<file path="src/rtl/gpsdo_pkg.sv">
// Shared encodings and constants for the GPSDO loop controller.
package gpsdo_pkg;

  typedef enum logic [2:0] {
    ST_IDLE     = 3'd0,
    ST_CLEAR    = 3'd1,
    ST_ACQUIRE  = 3'd2,
    ST_TRACK    = 3'd3,
    ST_HOLDOVER = 3'd4
  } state_t;

  localparam logic [15:0] DIFF_ZERO = 16'h7FFF;
  localparam logic [15:0] DAC_MIN   = 16'h0000;
  localparam logic [15:0] DAC_MAX   = 16'hFFFF;
  localparam int          ERR_W     = 17;
  localparam int          ACC_W     = 19;

endpackage

</file>
<file path="src/rtl/sync_rise.sv">
// Two-flop synchroniser with a registered rising-edge pulse (3 cycles after the input edge).
module sync_rise (
  input  logic clk,
  input  logic rst,
  input  logic din,
  output logic rise
);

  logic [2:0] sh;

  always_ff @(posedge clk or posedge rst) begin
    if (rst) begin
      sh   <= 3'b000;
      rise <= 1'b0;
    end else begin
      sh   <= {sh[1:0], din};
      rise <= sh[1] & ~sh[2];
    end
  end

endmodule

</file>
<file path="src/rtl/gpsdo_loop_ctrl.sv">
// GPSDO loop controller: sequences the frequency counter and steers the OCXO tuning DAC
// through coarse acquire, fine track and holdover modes.
module gpsdo_loop_ctrl
  import gpsdo_pkg::*;
#(
  parameter int unsigned CLK_HZ      = 10_000_000,
  parameter logic [7:0]  MULT_COARSE = 8'd0,
  parameter logic [7:0]  MULT_FINE   = 8'd15,
  parameter int          LOCK_THR    = 2,
  parameter int unsigned LOCK_CNT    = 8,
  parameter int          UNLOCK_THR  = 20,
  parameter int unsigned KC_SHIFT    = 2,
  parameter int unsigned KF_SHIFT    = 1,
  parameter logic [15:0] DAC_INIT    = 16'h8000
) (
  input  logic        CLK,
  input  logic        RST,
  input  logic        ENABLE,
  input  logic        PPS_VALID,
  input  logic        PPS,
  input  logic [15:0] DIFF,
  input  logic        RDY,
  output logic        RUN,
  output logic        CLR,
  output logic [7:0]  MULT,
  output logic [15:0] DAC_WORD,
  output logic        DAC_LOAD,
  output logic        LOCKED,
  output logic [2:0]  STATE
);

  localparam logic [31:0]             PRESC_MAX  = 32'(CLK_HZ - 1);
  localparam logic [7:0]              LOCK_N     = 8'(LOCK_CNT);
  localparam logic signed [ERR_W-1:0] LOCK_POS   = ERR_W'(LOCK_THR);
  localparam logic signed [ERR_W-1:0] LOCK_NEG   = -LOCK_POS;
  localparam logic signed [ERR_W-1:0] UNLOCK_POS = ERR_W'(UNLOCK_THR);
  localparam logic signed [ERR_W-1:0] UNLOCK_NEG = -UNLOCK_POS;
  // Holdover dwells at least one full tick before re-arming the counter.
  localparam logic [9:0]              HOLD_TICKS = 10'd1;
  localparam logic [9:0]              CLR_TICKS  = 10'd2;

  function automatic logic [15:0] sat_dac(input logic signed [ACC_W-1:0] v);
    if (v < $signed({3'b000, DAC_MIN})) return DAC_MIN;
    if (v > $signed({3'b000, DAC_MAX})) return DAC_MAX;
    return v[15:0];
  endfunction

  state_t      state, state_n, target, target_n;
  logic        pps_rise, rdy_rise;
  logic        skip, skip_n;
  logic [7:0]  lock_cnt, lock_cnt_n;
  logic [31:0] presc;
  logic [9:0]  tick_cnt;
  logic        timer_clr, timeout;
  logic        in_meas, meas_evt;
  logic [15:0] dac_n;
  logic        load_n;

  logic [15:0] diff_p0;
  logic        vld_p0;

  logic signed [ERR_W-1:0] err;
  logic signed [ACC_W-1:0] err_x, corr_c, corr_f, dac_ext;
  logic [15:0]             dac_coarse, dac_fine;
  logic                    in_bound, out_bound;

  sync_rise u_pps_sync (.clk(CLK), .rst(RST), .din(PPS), .rise(pps_rise));
  sync_rise u_rdy_sync (.clk(CLK), .rst(RST), .din(RDY), .rise(rdy_rise));

  assign in_meas  = (state == ST_ACQUIRE) || (state == ST_TRACK);
  assign meas_evt = rdy_rise && in_meas;
  assign timeout  = tick_cnt >= ({2'b00, MULT} + 10'd3);

  // Stage p0 -> p1: error, correction and saturated DAC candidates from the captured DIFF
  assign err        = $signed({1'b0, diff_p0}) - $signed({1'b0, DIFF_ZERO});
  assign err_x      = $signed({{(ACC_W-ERR_W){err[ERR_W-1]}}, err});
  assign corr_c     = err_x <<< KC_SHIFT;
  assign corr_f     = err_x >>> KF_SHIFT;
  assign dac_ext    = $signed({3'b000, DAC_WORD});
  assign dac_coarse = sat_dac(dac_ext - corr_c);
  assign dac_fine   = sat_dac(dac_ext - corr_f);
  assign in_bound   = (err >= LOCK_NEG) && (err <= LOCK_POS);
  assign out_bound  = (err > UNLOCK_POS) || (err < UNLOCK_NEG);

  always_comb begin
    state_n    = state;
    target_n   = target;
    skip_n     = skip;
    lock_cnt_n = lock_cnt;
    dac_n      = DAC_WORD;
    load_n     = 1'b0;

    case (state)
      ST_IDLE: begin
        if (ENABLE && PPS_VALID) begin
          state_n  = ST_CLEAR;
          target_n = ST_ACQUIRE;
        end
      end
      ST_CLEAR: begin
        if (pps_rise) begin
          state_n = target;
          skip_n  = 1'b1;
        end else if (tick_cnt >= CLR_TICKS) begin
          state_n = ST_HOLDOVER;
        end
      end
      ST_ACQUIRE: begin
        if (timeout) begin
          state_n = ST_HOLDOVER;
        end else if (vld_p0) begin
          dac_n  = dac_coarse;
          load_n = 1'b1;
          if (in_bound) begin
            lock_cnt_n = lock_cnt + 8'd1;
            if (lock_cnt + 8'd1 >= LOCK_N) begin
              state_n  = ST_CLEAR;
              target_n = ST_TRACK;
            end
          end else begin
            lock_cnt_n = 8'd0;
          end
        end
      end
      ST_TRACK: begin
        if (timeout) begin
          state_n = ST_HOLDOVER;
        end else if (vld_p0) begin
          // A measurement that unlocks must not also steer the DAC.
          if (out_bound) begin
            state_n  = ST_CLEAR;
            target_n = ST_ACQUIRE;
          end else begin
            dac_n  = dac_fine;
            load_n = 1'b1;
          end
        end
      end
      ST_HOLDOVER: begin
        if (PPS_VALID && (tick_cnt >= HOLD_TICKS)) begin
          state_n  = ST_CLEAR;
          target_n = ST_ACQUIRE;
        end
      end
      default: state_n = ST_IDLE;
    endcase

    if (meas_evt && skip) skip_n = 1'b0;

    if (!ENABLE) begin
      state_n = ST_IDLE;
      dac_n   = DAC_WORD;
      load_n  = 1'b0;
    end else if (!PPS_VALID && (in_meas || (state == ST_CLEAR))) begin
      state_n = ST_HOLDOVER;
      dac_n   = DAC_WORD;
      load_n  = 1'b0;
    end

    if (state_n != ST_ACQUIRE) lock_cnt_n = 8'd0;
  end

  assign timer_clr = (state_n != state) || meas_evt;

  always_ff @(posedge CLK or posedge RST) begin
    if (RST) begin
      presc    <= 32'd0;
      tick_cnt <= 10'd0;
    end else if (timer_clr) begin
      presc    <= 32'd0;
      tick_cnt <= 10'd0;
    end else if (presc == PRESC_MAX) begin
      presc <= 32'd0;
      if (tick_cnt != 10'h3FF) tick_cnt <= tick_cnt + 10'd1;
    end else begin
      presc <= presc + 32'd1;
    end
  end

  // Stage p0: capture DIFF one cycle after a counted rdy_rise
  always_ff @(posedge CLK) begin
    if (meas_evt) diff_p0 <= DIFF;
  end

  always_ff @(posedge CLK or posedge RST) begin
    if (RST) begin
      state    <= ST_IDLE;
      target   <= ST_ACQUIRE;
      skip     <= 1'b0;
      lock_cnt <= 8'd0;
      vld_p0   <= 1'b0;
      MULT     <= MULT_COARSE;
      RUN      <= 1'b0;
      CLR      <= 1'b1;
      LOCKED   <= 1'b0;
      DAC_WORD <= DAC_INIT;
      DAC_LOAD <= 1'b0;
    end else begin
      state    <= state_n;
      target   <= target_n;
      skip     <= skip_n;
      lock_cnt <= lock_cnt_n;
      vld_p0   <= meas_evt && !skip && (state_n == state);
      if ((state_n == ST_CLEAR) && (state != ST_CLEAR))
        MULT <= (target_n == ST_TRACK) ? MULT_FINE : MULT_COARSE;
      RUN      <= (state_n == ST_CLEAR) || (state_n == ST_ACQUIRE) || (state_n == ST_TRACK);
      CLR      <= (state_n == ST_IDLE) || (state_n == ST_CLEAR) || (state_n == ST_HOLDOVER);
      LOCKED   <= (state_n == ST_TRACK);
      // Stage p1: DAC word and load strobe
      DAC_WORD <= dac_n;
      DAC_LOAD <= load_n;
    end
  end

  assign STATE = state;

endmodule

</file>
<file path="config.mk">
export PLATFORM = sky130hd
export DESIGN_NAME = gpsdo_loop_ctrl
export DESIGN_NICKNAME = d
export VERILOG_FILES = /design/src/rtl/gpsdo_pkg.sv /design/src/rtl/sync_rise.sv /design/src/rtl/gpsdo_loop_ctrl.sv
export SDC_FILE = /design/constraint.sdc
export NUM_CORES = 1
export LEC_CHECK = 0
export CAP_MARGIN = 5
export CORE_MARGIN = 3
export CORE_UTILIZATION = 60
export CTS_CLUSTER_DIAMETER = 100
export DETAILED_ROUTE_END_ITERATION = 8
export PLACE_DENSITY = 0.81
export SYNTH_ARGS = -nofsm -noshare
export SYNTH_HDL_FRONTEND = slang
export SYNTH_SLANG_ARGS = --single-unit
</file>
<file path="constraint.sdc">
create_clock -name CLK -period 4.7 [get_ports CLK]
set_clock_uncertainty 0.1 [all_clocks]
set_input_delay 0.94 -clock CLK [delete_from_list [all_inputs] [get_ports CLK]]
set_output_delay 0.94 -clock CLK [all_outputs]
set_load 0.01 [all_outputs]
</file>
==> run summary, run 1 <==
Status -> finished clean
Layout Nets -> 979
Net switching power of the design -> 0.000696 W
Max-cap viol count -> 0
Synth Flop Type -> dfrtp_1
WP data required -> 4.84 ns
Antenna Cells -> 0
Clock latency on the worst-skew pair -> 0.36 ns
Dpl cells -> 1072
Vias in the first global route -> 6586
Slew headroom -> 44.4%
Peak supply drop -> 0.261 mV
Pin count of the biggest net entering global routing -> 52
Grt total ovfl -> 0
XOR/XNOR Fraction of Synth Area -> 8.64%
Final cell count without fillers -> 1091
Area after DPL -> 8110 um2
FF-to-FF End -> DAC_WORD[3]
Worst Setup Start Kind -> flip-flop
Area grow syn2layout -> 13.0%
Worst hold stages -> 0
Fin. Hold Viols -> 0
Flop pwr share -> 45.6%
Vias per Instance -> 6.31
CTS clk-pin slew, worst paths -> 0.08 ns
CTS tree -> yes
Number of cell rows -> 40
Design Area, Final -> 8470 um2
Final HPWL DP -> 15000 um
Wire per inst -> 18.1 um
# fillers -> 972
Clock sink count -> 103
Netlist Area Pre-Place -> 7500 um2
Met2 Usage GRT -> 44.3%
Final ANT Viol Nets -> 0
Routability cong. -> 0.991
Yosys Warn Count -> 0
Post-synthesis adder-cell area fraction -> 7.12%
Die Height -> 118 um
Total wire length -> 19800 um
Number of synthesized flops with an enable pin -> 16
Pwr/cell area -> 260 nW/um2
Chip width -> 118 um
Period utilization -> 96.0%
Mean Syn Cell Area -> 8.54 um2
GRT busiest layer -> met2
I/O pins -> 53
DRC Markers -> 0
Ys async rst share -> 84.5%
Initial antenna violation count -> 0
DR pass1 iterations -> 7
Initial Util -> 61.9%
Clk buf depth -> 2
Net Sw Frac -> 31.6%
Power share of the clock group -> 34.6%
DRT iter0 DRCs -> 683
Mux cell area share after synthesis -> 0.534%
Power Internal -> 0.00150 W
Critical setup path kind -> reg -> reg
Distinct cells, synth -> 87
Met3 Use GR -> 6.68%
Static Leak -> 3.55 nW
Worst r2r src -> diff_p0[10]
Synth Register Bits -> 103
Proportion of layout cells with a drive suffix above 1 -> 7.58%
Count of pins over their slew limit -> 0
Max H-tree Level -> 3
Worst-path maximum fanout -> 9
Simple-gate portion of the synthesized area -> 25.5%
RSZ-0062 raised after global routing -> false
Main combinational cell family by area after synthesis -> simple AND/OR/NAND/NOR gates
CTS Buf Count -> 9
Setup crit end -> DAC_WORD[3]
Comb pwr share -> 19.9%
TNS Setup -> 0 ns
Sequential area share after synthesis -> 35.5%
Core box area -> 12100 um2
Die Area -> 13900 um2
Worst reg-to-reg setup slack -> 0.19 ns
Endpoints failing setup -> 0
Worst Path Arrival -> 4.65 ns
Compound-Gate Fraction of Synth Area -> 18.0%
Worst-margin pin slew -> 0.828 ns
Fmax -> 222 MHz
Fin crit period -> 4.51 ns
First-pass GRT wire length -> 32600 um
Root buf cell -> clkbuf_16
Critical Path Start -> diff_p0[10]
Worst Reg2Reg Path Length in Cells -> 15
Via count -> 6881
# port buffers -> 48
Synth Instances -> 878
CP Capture Type -> flip-flop
Met1 Usage GRT -> 39.5%
GRT Total Usage -> 28.5%
Hold Path Class -> reg -> reg
## synthesized netlist by cell type, drive strengths merged (6+ instances only)
cell | count | area [um2]
nor2 | 112 | 420
dfrtp | 84 | 2100
a21oi | 70 | 365
nand2 | 69 | 259
o21ai | 53 | 265
xor2 | 43 | 377
inv | 38 | 143
nand3 | 38 | 205
ha | 37 | 463
xnor2 | 31 | 272
nor3 | 29 | 155
buf | 23 | 145
and3 | 16 | 100
edfxtp | 16 | 480
clkbuf | 15 | 57.6
nor4 | 15 | 121
or2 | 14 | 90.1
nand4 | 13 | 96.3
o21a | 13 | 97.6
and2 | 11 | 68.8
nor2b | 10 | 62.6
a21o | 8 | 60.1
nand2b | 8 | 50.1
a211oi | 7 | 57.6
nand3b | 7 | 52.6
nor4b | 7 | 67.6
a31oi | 6 | 37.5
## power groups by stage
stage	clock (W)	combinational, W	sequential (W)
6_report	0.000761	0.000437	0.00100
5_1_grt	0.000817	0.000481	0.00101
4_1_cts	0.000779	0.000434	0.00100
3_5_place_dp	0	0.000432	0.00102
3_3_place_gp	0	0.000418	0.00102
2_1_floorplan	0	0.000297	0.00100
## critical path: stages (launching register included)
cell and delay, ns:
edfxtp_1 0.55, nand3_1 0.30, nor4_1 0.41, xnor2_1 0.29, ha_1 0.34, inv_1 0.19, a21oi_1 0.07, a41o_1 0.27
maj3_1 0.37, a21oi_1 0.35, nor3_1 0.13, nor3_2 0.39, inv_2 0.09, and4_1 0.20, a211oi_1 0.27, nand2_1 0.09
## state kept, by name (all words and copies together) (netlist names), 3 cells and up
register and count:
diff_p0 16, target 3, lock_cnt 8, tick_cnt 10, DAC_WORD 16, u_pps_sync.sh 3, u_rdy_sync.sh 3, presc 32
STATE 3
## layout make-up
cell class | instances | area, um2 | share of cell area [%]
multi-input combinational | 702 | 4540 | 53.5
sequential | 103 | 2660 | 31.4
timing repair buffer | 64 | 613 | 7.24
clock buffer | 9 | 225 | 2.66
tap | 168 | 210 | 2.48
inverter | 38 | 144 | 1.70
clock inverter | 7 | 83.8 | 0.989
## layout by cell type, fill, tap and decap left out, types with 10 or more instances in the layout
| cell | synthesis | final |
|---|---|---|
| nor2_1 | 112 | 112 |
| dfrtp_1 | 84 | 84 |
| nand2_1 | 69 | 69 |
| a21oi_1 | 68 | 68 |
| clkdlybuf4s50_1 | 0 | 48 |
| o21ai_0 | 44 | 44 |
| xor2_1 | 43 | 41 |
| ha_1 | 37 | 36 |
| inv_1 | 36 | 35 |
| nand3_1 | 35 | 34 |
| xnor2_1 | 31 | 31 |
| nor3_1 | 27 | 27 |
| and3_1 | 16 | 16 |
| edfxtp_1 | 16 | 16 |
| buf_4 | 10 | 15 |
| o21a_1 | 13 | 13 |
| nor4_1 | 12 | 12 |
| nand4_1 | 12 | 12 |
| or2_2 | 11 | 11 |
| nor2b_1 | 10 | 10 |
| and2_1 | 10 | 10 |
## per-stage QoR
stage | hold slack (ns) | total power (W) | utilization (%) | worst slack [ns]
2_1_floorplan | 0.231 | 0.00130 | - | 0.342
3_3_place_gp | 0.253 | 0.00144 | 67.0 | 0.303
3_5_place_dp | 0.256 | 0.00145 | 67.0 | 0.0955
4_1_cts | 0.262 | 0.00221 | 69.5 | 0.0761
5_1_grt | 0.265 | 0.00231 | 70.0 | 0.00600
6_report | 0.262 | 0.00220 | 70.0 | 0.188
## logic make-up (layout without fill, tap and decap cells)
logic type,count (synthesis),count (layout)
adder cells (fa/ha/maj),42,42
flip-flops,103,103
XOR/XNOR,74,74
AO/OA/AOI/OAI,209,209
other,1,4
AND/OR/NAND/NOR,369,369
multiplexers,4,4
buffers and inverters,76,118
## how the worst min path moves through the flow
stage / startpoint / to / slack (ns)
after global routing: u_pps_sync.sh[0] / u_pps_sync.sh[1] / 0.27
after global placement: u_pps_sync.sh[0] / u_pps_sync.sh[1] / 0.25
after CTS: u_pps_sync.sh[0] / u_pps_sync.sh[1] / 0.26
after detailed placement: u_pps_sync.sh[0] / u_pps_sync.sh[1] / 0.26
final: u_pps_sync.sh[0] / u_pps_sync.sh[1] / 0.26
after floorplan: u_pps_sync.sh[0] / u_pps_sync.sh[1] / 0.23
## layer usage
layer	vias up	part of all wire (%)
met5	-	0
met2	371	45
met1	3246	42
met3	51	9.4
met4	0	2.7
li1	3213	-
## what timing repair did
| item | CTS | global route |
|---|---|---|
| setup buffers | 0 | 3 |
| endpoints found under the setup margin | 0 | 58 |
| hold buffers | 0 | 0 |
| resized for setup | 0 | 5 |
Note: power is estimated with default switching activity, not from simulation.
==> run 2, diff against run 1 <==
--- a/config.mk
+++ b/config.mk
@@ -13,4 +13,5 @@
 export PLACE_DENSITY = 0.81
 export SYNTH_ARGS = -nofsm -noshare
 export SYNTH_HDL_FRONTEND = slang
+export SYNTH_HIERARCHICAL = 1
 export SYNTH_SLANG_ARGS = --single-unit
==> run summary, run 2 <==
Hold Path Class -> reg -> reg
Proportion of layout cells with a drive suffix above 1 -> 6.35% (-1.2 points)
TNS Setup -> 0 ns (unchanged)
Netlist Area Pre-Place -> 7280 um2 (-2.9%)
Layout Nets -> 938 (-4.2%)
CP peak stage delay -> 0.53 ns (-0.02 ns)
DRT iter0 DRCs -> 678 (-0.73%)
Mux cell area share after synthesis -> 0.567% (+0.033 points)
Area of the multi-input gates -> 4300 um2 (-5.1%)
Max-cap viol count -> 0 (unchanged)
Top reg by flops -> presc
Distinct cells, synth -> 83 (-4.6%)
Net switching power of the design -> 0.000577 W (-17%)
Final cell count without fillers -> 1025 (-6.0%)
Synth Flop Type -> dfrtp_1
Slew headroom -> 49.4% (+5.0 points)
Worst Setup Start Kind -> flip-flop
First-pass GRT wire length -> 29500 um (-9.5%)
Routability cong. -> 0.966 (-2.5%)
Count of pins over their slew limit -> 0 (unchanged)
Most common cell in the netlist -> nor2_1
Number of cell rows -> 39 (-2.5%)
Sequential area share after synthesis -> 36.6% (+1.1 points)
Most common cell after layout, fill and taps aside -> nor2_1
Total wire length -> 18300 um (-7.4%)
Synth Register Bits -> 103 (unchanged)
Number of synthesized flops with an enable pin -> 16 (unchanged)
Vias in the first global route -> 5877 (-11%)
CP top delay family -> compound AO/OA/AOI/OAI gates
DR pass1 iterations -> 6 (-1)
Initial Util -> 62.7% (+0.78 points)
GRT busiest layer -> met2
Die Area -> 13500 um2 (-2.8%)
Fmax -> 225 MHz (+1.3%)
Period utilization -> 94.7% (-1.3 points)
CP cell instances -> ha_2, nand4_2, or4_1, and2_4, ha_1, o21a_1, nor2_1, o31ai_1, nand2_1, a21oi_1, o21ai_0, a21boi_0, nor2b_1, buf_4, a22oi_1, o21ai_1
DRC Markers -> 0 (unchanged)
Yosys Warn Count -> 6 (+6)
CP max stage cell -> or4_1
CP Capture Type -> flip-flop
Static Leak -> 3.48 nW (-2.0%)
CTS tree -> yes
Met3 Use GR -> 4.82% (-1.9 points)
Status -> finished clean
Fin. Hold Viols -> 0 (unchanged)
Final HPWL DP -> 14200 um (-5.6%)
Dominant cells by area after synthesis -> dfrtp_1, edfxtp_1, ha_1, nor2_1, xnor2_1
Pwr/cell area -> 248 nW/um2 (-4.5%)
Worst-path maximum fanout -> 10 (+1)
Grt total ovfl -> 0 (unchanged)
Area grow syn2layout -> 12.3%
Initial antenna violation count -> 0 (unchanged)
Endpoints failing setup -> 0 (unchanged)
Critical setup path kind -> reg -> reg
Power Internal -> 0.00145 W (-3.5%)
Pin count of the biggest net entering global routing -> 36 (-31%)
Dpl cells -> 1009 (-5.9%)
Peak supply drop -> 0.273 mV (+4.5%)
Biggest regs -> presc (32), DAC_WORD (16), diff_p0 (16)
Core box area -> 11600 um2 (-4.1%)
Buf/Inv on CP -> 1 (-1)
Compound-Gate Fraction of Synth Area -> 18.0% (-0.028 points)
GRT Total Usage -> 27.7% (-0.81 points)
Clock sink count -> 103 (unchanged)
RSZ-0062 raised after global routing -> false
I/O pins -> 53 (unchanged)
Root buf cell -> clkbuf_16
Post-synth top area share -> 28.9% (+0.84 points)
Vias per Instance -> 6.22 (-1.4%)
Clock latency on the worst-skew pair -> 0.35 ns (about the same)
Met1 Usage GRT -> 41.1% (+1.6 points)
CTS clk-pin slew, worst paths -> 0.07 ns (about the same)
Wire per inst -> 17.9 um (-1.4%)
Final ANT Viol Nets -> 0 (unchanged)
Top post-synthesis cells by count -> nor2_1, dfrtp_1, nand2_1
Fin crit period -> 4.45 ns (-0.0598 ns)
CTS Hold Buffers Added -> 0 (unchanged)
Max reg flops -> 32 (unchanged)
Post-synthesis adder-cell area fraction -> 7.05% (-0.079 points)
Cell taking the most area after synthesis -> dfrtp_1
FF/Latch Area -> 2660 um2 (unchanged)
Simple-gate portion of the synthesized area -> 23.5% (-2.0 points)
Main combinational cell family by area after synthesis -> simple AND/OR/NAND/NOR gates
Met2 Usage GRT -> 42.5% (-1.8 points)
# fillers -> 912 (-6.2%)
Mean Syn Cell Area -> 8.73 um2 (+2.2%)
Antenna Cells -> 0 (unchanged)
Synth Instances -> 834 (-5.0%)
Flop pwr share -> 48.3% (+2.7 points)
Chip width -> 116 um (-1.4%)
Max H-tree Level -> 3 (unchanged)
Worst Path Arrival -> 4.61 ns (-0.04 ns)
Worst-margin pin slew -> 0.757 ns (-0.0709 ns)
Via count -> 6372 (-7.4%)
CTS Buf Count -> 9 (unchanged)
# port buffers -> 48 (unchanged)
Die Height -> 116 um (-1.4%)
Clk buf depth -> 2 (unchanged)
Most frequent cells in the layout -> nor2_1, dfrtp_1, nand2_1, clkdlybuf4s50_1, a21oi_1
Power share of the clock group -> 35.9% (+1.3 points)
Comb pwr share -> 15.7% (-4.2 points)
Net Sw Frac -> 28.4% (-3.2 points)
WP data required -> 4.86 ns (+0.02 ns)
Ys async rst share -> 84.5% (unchanged)
XOR/XNOR Fraction of Synth Area -> 9.69% (+1.0 points)
run 2: cell types whose count changed in the layout (fill, tap and decap cells not counted), sizes merged, moves of 5 or more:
cell / before / now
o21ai: 53 / 43
and2: 11 / 5
nand3: 38 / 44
a22oi: 2 / 13
a21oi: 70 / 45
or2: 14 / 5
a31oi: 6 / 11
xnor2: 31 / 43
nor3: 29 / 15
nor2: 112 / 107
nand2: 69 / 64
xor2: 43 / 35
run 2: timing repair:
item                       CTS  global route
resized for setup            0             2
hold endpoints to repair     0             0
setup endpoints to repair    0            14
setup buffers                0             0
run 2: path summary, 6_finish.rpt:
kind                                   from               end  slack [ns]  depth (start not counted)
setup / recovery                 diff_p0[0]       DAC_WORD[3]        0.25                         16
hold / removal             u_pps_sync/sh[0]  u_pps_sync/sh[1]        0.25                          0
setup reg to reg                 diff_p0[0]       DAC_WORD[3]        0.25                         16
hold reg to reg            u_pps_sync/sh[0]  u_pps_sync/sh[1]        0.25                          0
max in group asynchronous               RST      DAC_WORD[15]        2.60                          3
min in group asynchronous               RST  u_rdy_sync/sh[0]        0.77                          2
run 2: cell families after synthesis:
group           after synthesis
fa+ha+maj                    40
simple gates                334
xor+xnor                     79
other cells                   1
buf+inv                      75
compound gates              198
mux                           4
flops                       103
run 2: final cells by class:
type | count | share of cell area (%)
clock buffer | 12 | 3.15
clock inverter | 4 | 0.459
inverter | 43 | 1.97
multi-input combinational | 659 | 52.6
sequential | 103 | 32.5
tap | 143 | 2.19
timing repair buffer | 61 | 7.07
run 2: power groups by stage:
stage | Combinational (W) | Clock, W | Sequential [W]
3_5_place_dp | 0.000318 | 0 | 0.000995
2_1_floorplan | 0.000233 | 0 | 0.000981
4_1_cts | 0.000319 | 0.000744 | 0.000978
5_1_grt | 0.000360 | 0.000784 | 0.000985
6_report | 0.000319 | 0.000729 | 0.000980
3_3_place_gp | 0.000308 | 0 | 0.000994
run 2: metal layers:
metal  part of all wire, %  wire length [um]  up-vias
li1                      -                 -     3076
met1                    46              8400     3002
met5                     0                 0        -
met3                   7.5              1370       25
met4                   1.3               246        0
met2                    45              8310      269
run 2: worst register-to-register path: stages (launching register included):
cell and delay (ns):
edfxtp_1 0.52, ha_2 0.34, nand4_2 0.17, or4_1 0.53
and2_4 0.22, ha_1 0.40, o21a_1 0.17, nor2_1 0.06
o31ai_1 0.40, nand2_1 0.14, a21oi_1 0.22, o21ai_0 0.18
a21boi_0 0.35, nor2b_1 0.17, buf_4 0.20, a22oi_1 0.08
o21ai_1 0.12
run 2: per-stage QoR:
| stage | total power (W) | setup WS [ns] | cell area (um2) | hold WS (ns) | util, % |
|---|---|---|---|---|---|
| finish | 0.00203 | 0.247 | 8180 | 0.254 | 70.4 |
| floorplan | 0.00121 | 1.02 | 7290 | 0.231 | - |
| global route | 0.00213 | 0.0348 | 8180 | 0.268 | 70.4 |
| CTS | 0.00204 | 0.217 | 8170 | 0.258 | 70.4 |
| global placement | 0.00130 | 0.369 | 7880 | 0.231 | 67.8 |
| detailed placement | 0.00131 | 0.297 | 7880 | 0.243 | 67.8 |
==> run 3, diff against run 2 <==
--- a/config.mk
+++ b/config.mk
@@ -10,6 +10,7 @@
 export CORE_UTILIZATION = 60
 export CTS_CLUSTER_DIAMETER = 100
 export DETAILED_ROUTE_END_ITERATION = 8
+export GPL_TIMING_DRIVEN = 0
 export PLACE_DENSITY = 0.81
 export SYNTH_ARGS = -nofsm -noshare
 export SYNTH_HDL_FRONTEND = slang
==> run summary, run 3 (synthesis results as in run 2) <==
Grt total ovfl -> 0 (unchanged)
WP data required -> 4.88 ns (+0.02 ns)
Max H-tree Level -> 3 (unchanged)
Most common cell after layout, fill and taps aside -> nor2_1
Clock latency on the worst-skew pair -> 0.35 ns (about the same)
RSZ-0062 raised after global routing -> false
DR pass1 iterations -> 7 (+1)
Antenna Cells -> 0 (unchanged)
Most frequent cells in the layout -> nor2_1, dfrtp_1, nand2_1, clkdlybuf4s50_1, a21oi_1
Count of pins over their slew limit -> 0 (unchanged)
Worst Reg2Reg Path Length in Cells -> 17 (+1)
CTS Hold Buffers Added -> 0 (unchanged)
Vias per Instance -> 6.31 (+1.4%)
Pre-CTS WS -> 0.0737 ns (-0.224 ns)
Worst r2r src -> diff_p0[0]
Min-delay src -> u_pps_sync/sh[0]
Clk buf depth -> 2 (unchanged)
Routability cong. -> 0.915 (-5.3%)
Hold Path Class -> reg -> reg
CTS tree -> yes
Worst reg-to-reg setup slack -> 0.25 ns (about the same)
Initial antenna violation count -> 0 (unchanged)
CTS Buf Count -> 9 (unchanged)
Initial Util -> 62.7% (unchanged)
Fin. Hold Viols -> 0 (unchanged)
Power Internal -> 0.00145 W (-0.27%)
Static Leak -> 3.56 nW (+2.2%)
First-pass GRT wire length -> 29400 um (-0.58%)
Die Area -> 13500 um2 (unchanged)
TNS Setup -> 0 ns (unchanged)
Peak supply drop -> 0.232 mV (-15%)
Total wire length -> 18200 um (-0.61%)
Pin count of the biggest net entering global routing -> 60 (+67%)
Post-CTS Setup Repair Bufs -> 0 (unchanged)
Proportion of layout cells with a drive suffix above 1 -> 8.10% (+1.8 points)
Pwr/cell area -> 247 nW/um2 (-0.28%)
Status -> finished clean
Net Sw Frac -> 29.5% (+1.1 points)
Net switching power of the design -> 0.000606 W (+5.1%)
Worst Path Arrival -> 4.63 ns (+0.02 ns)
GRT Total Usage -> 27.5% (-0.23 points)
Final ANT Viol Nets -> 0 (unchanged)
Slew headroom -> 44.0% (-5.4 points)
DRT iter0 DRCs -> 552 (-19%)
Worst-path maximum fanout -> 10 (unchanged)
Power share of the clock group -> 35.2% (-0.7 points)
Period utilization -> 94.7% (about the same)
Via count -> 6583 (+3.3%)
Layout Nets -> 958 (+2.1%)
FF-to-FF End -> DAC_WORD[12]
Max-cap viol count -> 0 (unchanged)
CP Capture Type -> flip-flop
Root buf cell -> clkbuf_16
Worst Hold End -> u_pps_sync/sh[1]
Worst Slack Setup Final -> 0.250 ns (+0.00223 ns)
Worst hold stages -> 0 (unchanged)
Max reg flops -> 32 (unchanged)
DRC Markers -> 0 (unchanged)
Worst-margin pin slew -> 0.833 ns (+0.0752 ns)
Final HPWL DP -> 13900 um (-1.7%)
Critical setup path kind -> reg -> reg
Wire per inst -> 17.4 um (-2.4%)
Top reg by flops -> presc
CTS clk-pin slew, worst paths -> 0.07 ns (about the same)
Vias in the first global route -> 6132 (+4.3%)
Post-CTS Resized -> 1 (+1)
Worst Setup Start Kind -> flip-flop
Flop pwr share -> 46.9% (-1.4 points)
I/O pins -> 53 (unchanged)
# port buffers -> 48 (unchanged)
Number of cell rows -> 39 (unchanged)
Comb pwr share -> 17.9% (+2.2 points)
Fin crit period -> 4.45 ns (-0.00223 ns)
Endpoints failing setup -> 0 (unchanged)
Fmax -> 225 MHz (about the same)
Die Height -> 116 um (unchanged)
Clock sink count -> 103 (unchanged)
Chip width -> 116 um (unchanged)
Core box area -> 11600 um2 (unchanged)
Biggest regs -> presc (32), DAC_WORD (16), diff_p0 (16)
Area grow syn2layout -> 14.1%
-- run 3: cell types whose count changed in the layout (fill, tap and decap cells not counted), moves of 3 or more --
cell	previous run	this run
buf_4	13	10
buf_2	0	13
clkbuf_1	2	8
clkinv_4	3	0
-- run 3: metal layers --
layer | vias up | track usage (%) | routed length (um)
li1 | 3121 | - | -
met1 | 3162 | 37.8 | 8110
met2 | 262 | 45.1 | 8590
met3 | 38 | 4.77 | 1220
met4 | 0 | 7.73 | 288
met5 | - | 0 | 0
-- run 3: stage by stage --
stage / std cells / hold WS [ns] / util [%] / instance area [um2] / power [W]
3_5_place_dp: 1029 / 0.247 / 68.7 / 7980 / 0.00134
4_1_cts: 1044 / 0.252 / 71.2 / 8270 / 0.00205
6_report: 1044 / 0.251 / 71.5 / 8300 / 0.00205
5_1_grt: 1044 / 0.262 / 71.5 / 8300 / 0.00214
2_1_floorplan: 837 / 0.231 / - / 7290 / 0.00121
3_3_place_gp: 1028 / 0.232 / 68.5 / 7950 / 0.00132
-- run 3: power by group through the flow --
| stage | clock network, W | registers (W) | logic [W] |
|---|---|---|---|
| floorplan | 0 | 0.000981 | 0.000233 |
| global placement | 0 | 0.000979 | 0.000342 |
| detailed placement | 0 | 0.000981 | 0.000357 |
| CTS | 0.000730 | 0.000963 | 0.000362 |
| global route | 0.000768 | 0.000967 | 0.000403 |
| finish | 0.000723 | 0.000963 | 0.000367 |
-- run 3: cell type report --
cell class	instances	area, um2
Clock buffer	10	239
Sequential cell	103	2660
Clock inverter	5	41.3
Multi-Input combinational cell	659	4340
Fill cell	939	3310
Buffer	32	174
Timing Repair Buffer	49	508
Inverter	43	164
Tap cell	143	179
-- run 3: worst max path at each step --
stage	from	end	slack (ns)	depth (start not counted)
final	diff_p0[0]	DAC_WORD[12]	0.25	17
after global routing	diff_p0[0]	DAC_WORD[13]	0.03	17
after CTS	diff_p0[0]	DAC_WORD[15]	0.1	15
after detailed placement	diff_p0[0]	DAC_WORD[15]	0.07	14
after global placement	diff_p0[0]	DAC_WORD[15]	0.1	14
after floorplan	diff_p0[0]	DAC_WORD[14]	1.02	17
-- run 3: critical path, stage by stage, from the launching register on --
cell and delay, ns:
edfxtp_1 0.57, ha_1 0.21, buf_4 0.17, nand4_2 0.14, nor2_1 0.26, xnor2_2 0.22, ha_1 0.36, a21o_1 0.20
a21oi_1 0.26, o21bai_1 0.13, a32o_1 0.27, a41oi_1 0.39, a41oi_1 0.17, or3_1 0.41, buf_2 0.23, nand2_1 0.08
nand2_1 0.05, a21oi_1 0.15
